[config.mk]
export PLATFORM = sky130hd
export DESIGN_NAME = uart8_receiver
export DESIGN_NICKNAME = d
export VERILOG_FILES = /design/src/rtl/uart8_receiver.sv
export SDC_FILE = /design/constraint.sdc
export NUM_CORES = 1
export LEC_CHECK = 0
export BUFFER_PORTS_ARGS = -buffer_cell sky130_fd_sc_hd__buf_2
export CAP_MARGIN = 10
export CORE_MARGIN = 1.5
export CORE_UTILIZATION = 56
export DETAILED_ROUTE_END_ITERATION = 12
export PLACE_DENSITY = 0.75
export SLEW_MARGIN = 10
export SYNTH_ARGS = -nofsm -noshare
export SYNTH_HDL_FRONTEND = slang
export SYNTH_SLANG_ARGS = --single-unit
[constraint.sdc]
create_clock -name clk -period 2.34 [get_ports clk]
set_input_delay 0 -clock clk [delete_from_list [all_inputs] [get_ports clk]]
set_output_delay 0 -clock clk [all_outputs]
set_load 0.005 [all_outputs]
[src/rtl/uart8_receiver.sv]
// 8N1 UART receiver, 16x oversampled. Start bits are detected on a falling rx
// edge; data and stop bits are sampled at mid-bit.
module uart8_receiver (
    input  logic       clk,
    input  logic       rst,
    input  logic       en,
    input  logic       in,
    output logic [7:0] out,
    output logic       done,
    output logic       err,
    output logic       busy
);

    typedef enum logic [1:0] {
        IDLE      = 2'd0,
        START_BIT = 2'd1,
        DATA_BITS = 2'd2,
        STOP_BIT  = 2'd3
    } state_t;

    state_t     state;
    logic [3:0] cnt;
    logic [2:0] idx;
    logic [7:0] shift;

    logic       sync1;
    logic       rx_s;
    logic       rx_p;
    logic [1:0] fill;
    logic       armed;
    logic       start_edge;

    // The synchronizer resets to 1, so its first outputs after reset are not
    // the real line. armed is set only once rx_s has really been seen high, so
    // a line held low across reset release cannot fake a start edge.
    assign start_edge = armed & rx_p & ~rx_s;

    always_ff @(posedge clk) begin
        if (rst) begin
            sync1 <= 1'b1;
            rx_s  <= 1'b1;
            rx_p  <= 1'b1;
            fill  <= 2'd0;
            armed <= 1'b0;
            state <= IDLE;
            cnt   <= 4'd0;
            idx   <= 3'd0;
            shift <= 8'h00;
            out   <= 8'h00;
            done  <= 1'b0;
            err   <= 1'b0;
            busy  <= 1'b0;
        end else begin
            sync1 <= in;
            rx_s  <= sync1;
            rx_p  <= rx_s;
            if (fill != 2'd2) begin
                fill <= fill + 2'd1;
            end else if (rx_s) begin
                armed <= 1'b1;
            end

            done <= 1'b0;
            err  <= 1'b0;

            case (state)
                IDLE: begin
                    cnt <= 4'd0;
                    idx <= 3'd0;
                    if (en && start_edge) begin
                        state <= START_BIT;
                        busy  <= 1'b1;
                    end else begin
                        busy  <= 1'b0;
                    end
                end

                START_BIT: begin
                    if (cnt == 4'd7) begin
                        cnt <= 4'd0;
                        if (!rx_s) begin
                            state <= DATA_BITS;
                        end else begin
                            // Line went back high before mid start bit: glitch.
                            state <= IDLE;
                            busy  <= 1'b0;
                        end
                    end else begin
                        cnt <= cnt + 4'd1;
                    end
                end

                DATA_BITS: begin
                    cnt <= cnt + 4'd1;
                    if (cnt == 4'd15) begin
                        shift[idx] <= rx_s;
                        if (idx == 3'd7) begin
                            state <= STOP_BIT;
                            cnt   <= 4'd0;
                            idx   <= 3'd0;
                        end else begin
                            idx <= idx + 3'd1;
                        end
                    end
                end

                STOP_BIT: begin
                    if (cnt == 4'd15) begin
                        // busy stays high for this one cycle so it overlaps
                        // the done/err pulse; IDLE clears it next cycle.
                        state <= IDLE;
                        cnt   <= 4'd0;
                        if (rx_s) begin
                            out  <= shift;
                            done <= 1'b1;
                        end else begin
                            err  <= 1'b1;
                        end
                    end else begin
                        cnt <= cnt + 4'd1;
                    end
                end

                default: begin
                    state <= IDLE;
                    cnt   <= 4'd0;
                    idx   <= 3'd0;
                    busy  <= 1'b0;
                end
            endcase
        end
    end

endmodule
### After elaboration in Yosys (flattened, before gate mapping)

Cells that the tools add are included.

* output and inout port bits: 11
* flip-flop bits (word level): 34
* input port bits: 4
* logic and storage cells: 73

* mux-type cells: 24
* reductions and logical operators: 12
* $add $sub $neg: 3
* bitwise gates (word level): 6
* equal/unequal tests: 13
* $lt $le $gt $ge: 2

Operators with widths (count)
* 4-bit 2-to-1 mux: 4
* 4-bit one-hot mux with 4 select lines: 1
* 2-bit inequality test (second input constant): 7
* 2-bit 2-to-1 mux: 6
* 8-bit bitwise mux: 1
* 2-bit one-hot mux with 4 select lines: 1
* 1-bit 2-to-1 mux: 6
* 3-bit 2-to-1 mux: 2
* 3-bit one-hot mux with 2 select lines: 1
* 2-bit AND reduction: 3
* 3-bit AND reduction: 2
* 5-bit AND reduction: 1
* 4-bit by 1-bit adder with 4-bit output (second input constant): 1
* 2-bit equality test (second input constant): 2
* 4-bit by 3-bit equality test with 1-bit output (second input constant): 1
* 4-bit equality test (second input constant): 1
* 3-bit by 4-bit < comparator with 1-bit output (second input constant): 1
* 1-bit inverter: 4
* 2-bit nonzero test: 2
* 3-bit by 1-bit adder with 3-bit output (second input constant): 1
* 1-bit demux with 3-bit select: 1
* 3-bit equality test (second input constant): 1
* 3-bit by 1-bit >= comparator with 1-bit output (second input constant): 1
* 3-bit OR reduction: 1
* 6 further kinds: 8

### Longest topological paths before layout

* depth in word-level cells: 5
* mapped depth: 6
* mapped depth without buffers: 5

### Worst setup path before layout

OpenSTA, ideal clock, no wires.

* kind: register to register
* start point: register idx[0]
* end point: register cnt[3]
* path buffers: 0
* slack: 696 ps
* cell stages (with the launch flop): 6
* data arrival time: 1556 ps
* setup time: 88 ps
* path through: dfxtp_1 > ha_1 > ha_1 > or2_2 > a221o_1 > nor4_2

* longest elaborated chain between the ends: 4

RTL lines
* from (decl): RTL line 23 `logic [2:0] idx;`
* from (signal assigned): RTL line 102 `idx <= idx + 3'd1;`
* 3-bit equality test: RTL line 97 `if (idx == 3'd7) begin`
* 4-bit 2-to-1 mux: RTL line 97
* 4-bit 2-to-1 mux: RTL line 95 `if (cnt == 4'd15) begin`
* 4-bit one-hot mux with 4 select lines: RTL line 66 `case (state)`
* to (signal assigned): RTL line 89 `cnt <= cnt + 4'd1;`
* to (signal assigned): RTL line 94 `cnt <= cnt + 4'd1;`
* to (signal assigned): RTL line 120 `cnt <= cnt + 4'd1;`
* to (decl): RTL line 22 `logic [3:0] cnt;`

No other way between the ends.
A chain may end at the register's enable or synchronous reset.

### Final worst setup path

Same ends and word-level chain as after synthesis.

==> flow_metrics.env <==
export IMPL_final_area_mm2=0.00160
export IMPL_final_max_slew_viol_count=0
export IMPL_wl_met3_um=72
export IMPL_setup_ws_ns=0.568
export IMPL_numPortBuffers=14
export IMPL_antenna_cells=0
export IMPL_die_y_um=53.0
export IMPL_nets=177
export IMPL_yosysUniqueCellTypes=33
export IMPL_pre_cts_ws_ns=0.582
export IMPL_routed_wl_met2_um=1330
export IMPL_rsz0062_at_grt="no"
export IMPL_clk_latency_ns=0.32
export IMPL_met1_length_um=1130
export IMPL_max_cap_viol_count=0
export IMPL_setup_viol_count_final=0
export IMPL_hpwl_um=1800
export IMPL_ir_drop_v=0.000735
export IMPL_instances_no_fill=198
export IMPL_cp_max_fo=7
export IMPL_die_area_mm2=0.00281
export IMPL_power_density_mw_per_mm2=788
export IMPL_cts_tree="built"
export IMPL_syn_nets=162
export IMPL_cts_buffers=5
export IMPL_worst_slew_pin_slew_ns=0.453
export IMPL_grt_usage=0.215
export IMPL_synthCells=154
export IMPL_place_inst=189
export IMPL_cts_sinks=34
export IMPL_io_pins=15
export IMPL_status="finished, final reports clean"
export IMPL_wl_per_cell_um=12.9
export IMPL_htreeDepth=2
export IMPL_cp_end_kind="flip-flop"
export IMPL_cts_resized=0
export IMPL_grt_max_degree=27
export IMPL_ys_ff_latch=34
export IMPL_synth_area_mm2=0.00140
export IMPL_root_buffer="clkbuf_4"
export IMPL_drc=0
export IMPL_initial_utilization=0.610
export IMPL_ctsHoldBuffers=1
export IMPL_finalHoldViolations=0
export IMPL_fmax_mhz=564
export IMPL_drtIter0Drc=21
export IMPL_placed_cell_area_mm2=0.00148
export IMPL_relSlewSlack=0.698
export IMPL_fin_setup_tns_ns=0
export IMPL_antenna_found_initial=0
export IMPL_placementRows=17
export IMPL_gp_congestion=0.835
export IMPL_core_area_mm2=0.00230
export IMPL_fin_worst_skew_ns=0.00780
export IMPL_highest_layer="met4"
export IMPL_die_w_um=53.0
export IMPL_start_kind="flip-flop"
export IMPL_routed_via_density=5.74
export IMPL_total_power_mw=1.26
export IMPL_fill_cells=200
export IMPL_grt_pass1_vias=1026
export IMPL_firstDrtPassIters=4
export IMPL_hp_class="primary input to flip-flop"
export IMPL_fin_crit_sh=0.757
export IMPL_hold_ws_ns=0.104
export IMPL_globalRouteOverflowTotal=0
export IMPL_drive_gt1_frac=0.171
export IMPL_vias=1136
export IMPL_post_cts_buffers=0
export IMPL_critPathRequiredTime_ns=2.58
export IMPL_wirelength_um=2550
export IMPL_path_class="flip-flop to flip-flop"
export IMPL_ant_nets=0
export IMPL_critPathArrivalTime_ns=2.01
export IMPL_ys_seq_area_frac=0.486
export IMPL_cellLeakagePower_nw=0.676
export IMPL_yosysWarnings=0
export IMPL_cts_buffer_depth=2
export IMPL_area_delta_synth_final_pct=14.0
export IMPL_clk_pin_slew_ns=0.10
export IMPL_syn_mean_instance_area_um2=9.10
export IMPL_fin_crit_ns=1.77
export IMPL_finish_utilization=0.696
export IMPL_grt_pass1_wl_um=4270
==> synthesized netlist by cell type <==
cell type / count / share of area
and4b_1: 1 / 0.0071
xor2_1: 2 / 0.013
a21oi_1: 13 / 0.046
o211ai_1: 1 / 0.0054
or2_2: 3 / 0.013
nand2b_1: 4 / 0.018
nor2_1: 6 / 0.016
o31ai_1: 1 / 0.0054
and3_1: 1 / 0.0045
and2_1: 2 / 0.0089
and4_1: 1 / 0.0063
nand3_1: 16 / 0.057
nor3b_1: 2 / 0.011
o21ai_0: 11 / 0.039
clkbuf_1: 5 / 0.013
buf_2: 2 / 0.0071
nand4_1: 3 / 0.013
nand2_1: 12 / 0.032
nor4_1: 2 / 0.0089
mux2i_1: 9 / 0.064
clkbuf_2: 1 / 0.0036
nor3_1: 5 / 0.018
a211oi_1: 1 / 0.0054
dfxtp_1: 34 / 0.49
a221o_1: 1 / 0.0071
xnor2_1: 1 / 0.0063
nor4_2: 1 / 0.0089
inv_1: 5 / 0.013
a31o_2: 1 / 0.0063
buf_6: 1 / 0.0080
and3b_1: 1 / 0.0063
or4_1: 1 / 0.0054
ha_1: 4 / 0.036
==> layout make-up <==
cell class	count	area [µm²]	area share
Sequential cell	34	681	0.426
Clock inverter	2	60.1	0.0376
Timing Repair Buffer	17	95.1	0.0595
Clock buffer	6	51.3	0.0321
Inverter	5	18.8	0.0117
Tap cell	28	35.0	0.0219
Multi-Input combinational cell	106	657	0.411
==> layer usage <==
metal / vias up / GRT usage
met3: 4 / 0.0876
met5: - / 0
met2: 20 / 0.377
li1: 581 / -
met4: 0 / 0.0726
met1: 531 / 0.231
==> flip-flops by register name (all words and copies together), names as in the netlist, named ones only <==
signal / count
armed: 1
busy: 1
cnt: 4
done: 1
err: 1
fill: 2
idx: 3
out: 8
rx_p: 1
rx_s: 1
shift: 8
state: 1
sync1: 1
==> path summary, 6_finish.rpt <==
check	start	end	slack [ns]	cells after the start
worst max-delay path	idx[0]$_SDFFE_PP0P_	cnt[3]$_SDFF_PP0_	0.57	5
worst min-delay path	rst	armed$_SDFFE_PP0P_	0.10	2
worst max register to register	idx[0]$_SDFFE_PP0P_	cnt[3]$_SDFF_PP0_	0.57	5
worst min register to register	sync1$_SDFF_PP1_	rx_s$_SDFF_PP1_	0.43	1
==> layout by cell type (no fill, tap or decap), drive strengths merged, types with 5 or more instances in the layout <==
master and count:
nor3 5, mux2i 9, clkbuf 6, o21ai 11, inv 5, dfxtp 34, nand3 16, nor2 6
buf 16, nand2 12, a21oi 13
==> power by group <==
group / switching (mW) / leakage (nW) / internal [mW]
sequential: 0.0143 / 0.275 / 0.603
clock: 0.194 / 0.0585 / 0.362
combinational: 0.0494 / 0.343 / 0.0372
total: 0.257 / 0.676 / 1.00
==> critical path, stage by stage (launching register included) <==
cell     delay (ns)
dfxtp_1        0.38
ha_1           0.22
ha_1           0.20
or2_2          0.28
a221o_1        0.40
nor4_2         0.22
==> kinds of logic (layout without fill, tap and decap cells) <==
| family | Yosys count | in the layout | share of synthesized area |
|---|---|---|---|
| XOR/XNOR | 3 | 3 | 0.0188 |
| AO/OA/AOI/OAI | 29 | 29 | 0.115 |
| flip-flops | 34 | 34 | 0.486 |
| AND/OR/NAND/NOR | 61 | 61 | 0.235 |
| adder cells (fa/ha/maj) | 4 | 4 | 0.0357 |
| multiplexers | 9 | 9 | 0.0643 |
| buffers and inverters | 14 | 30 | 0.0455 |
No activity file was read; power rests on OpenSTA's default activity.
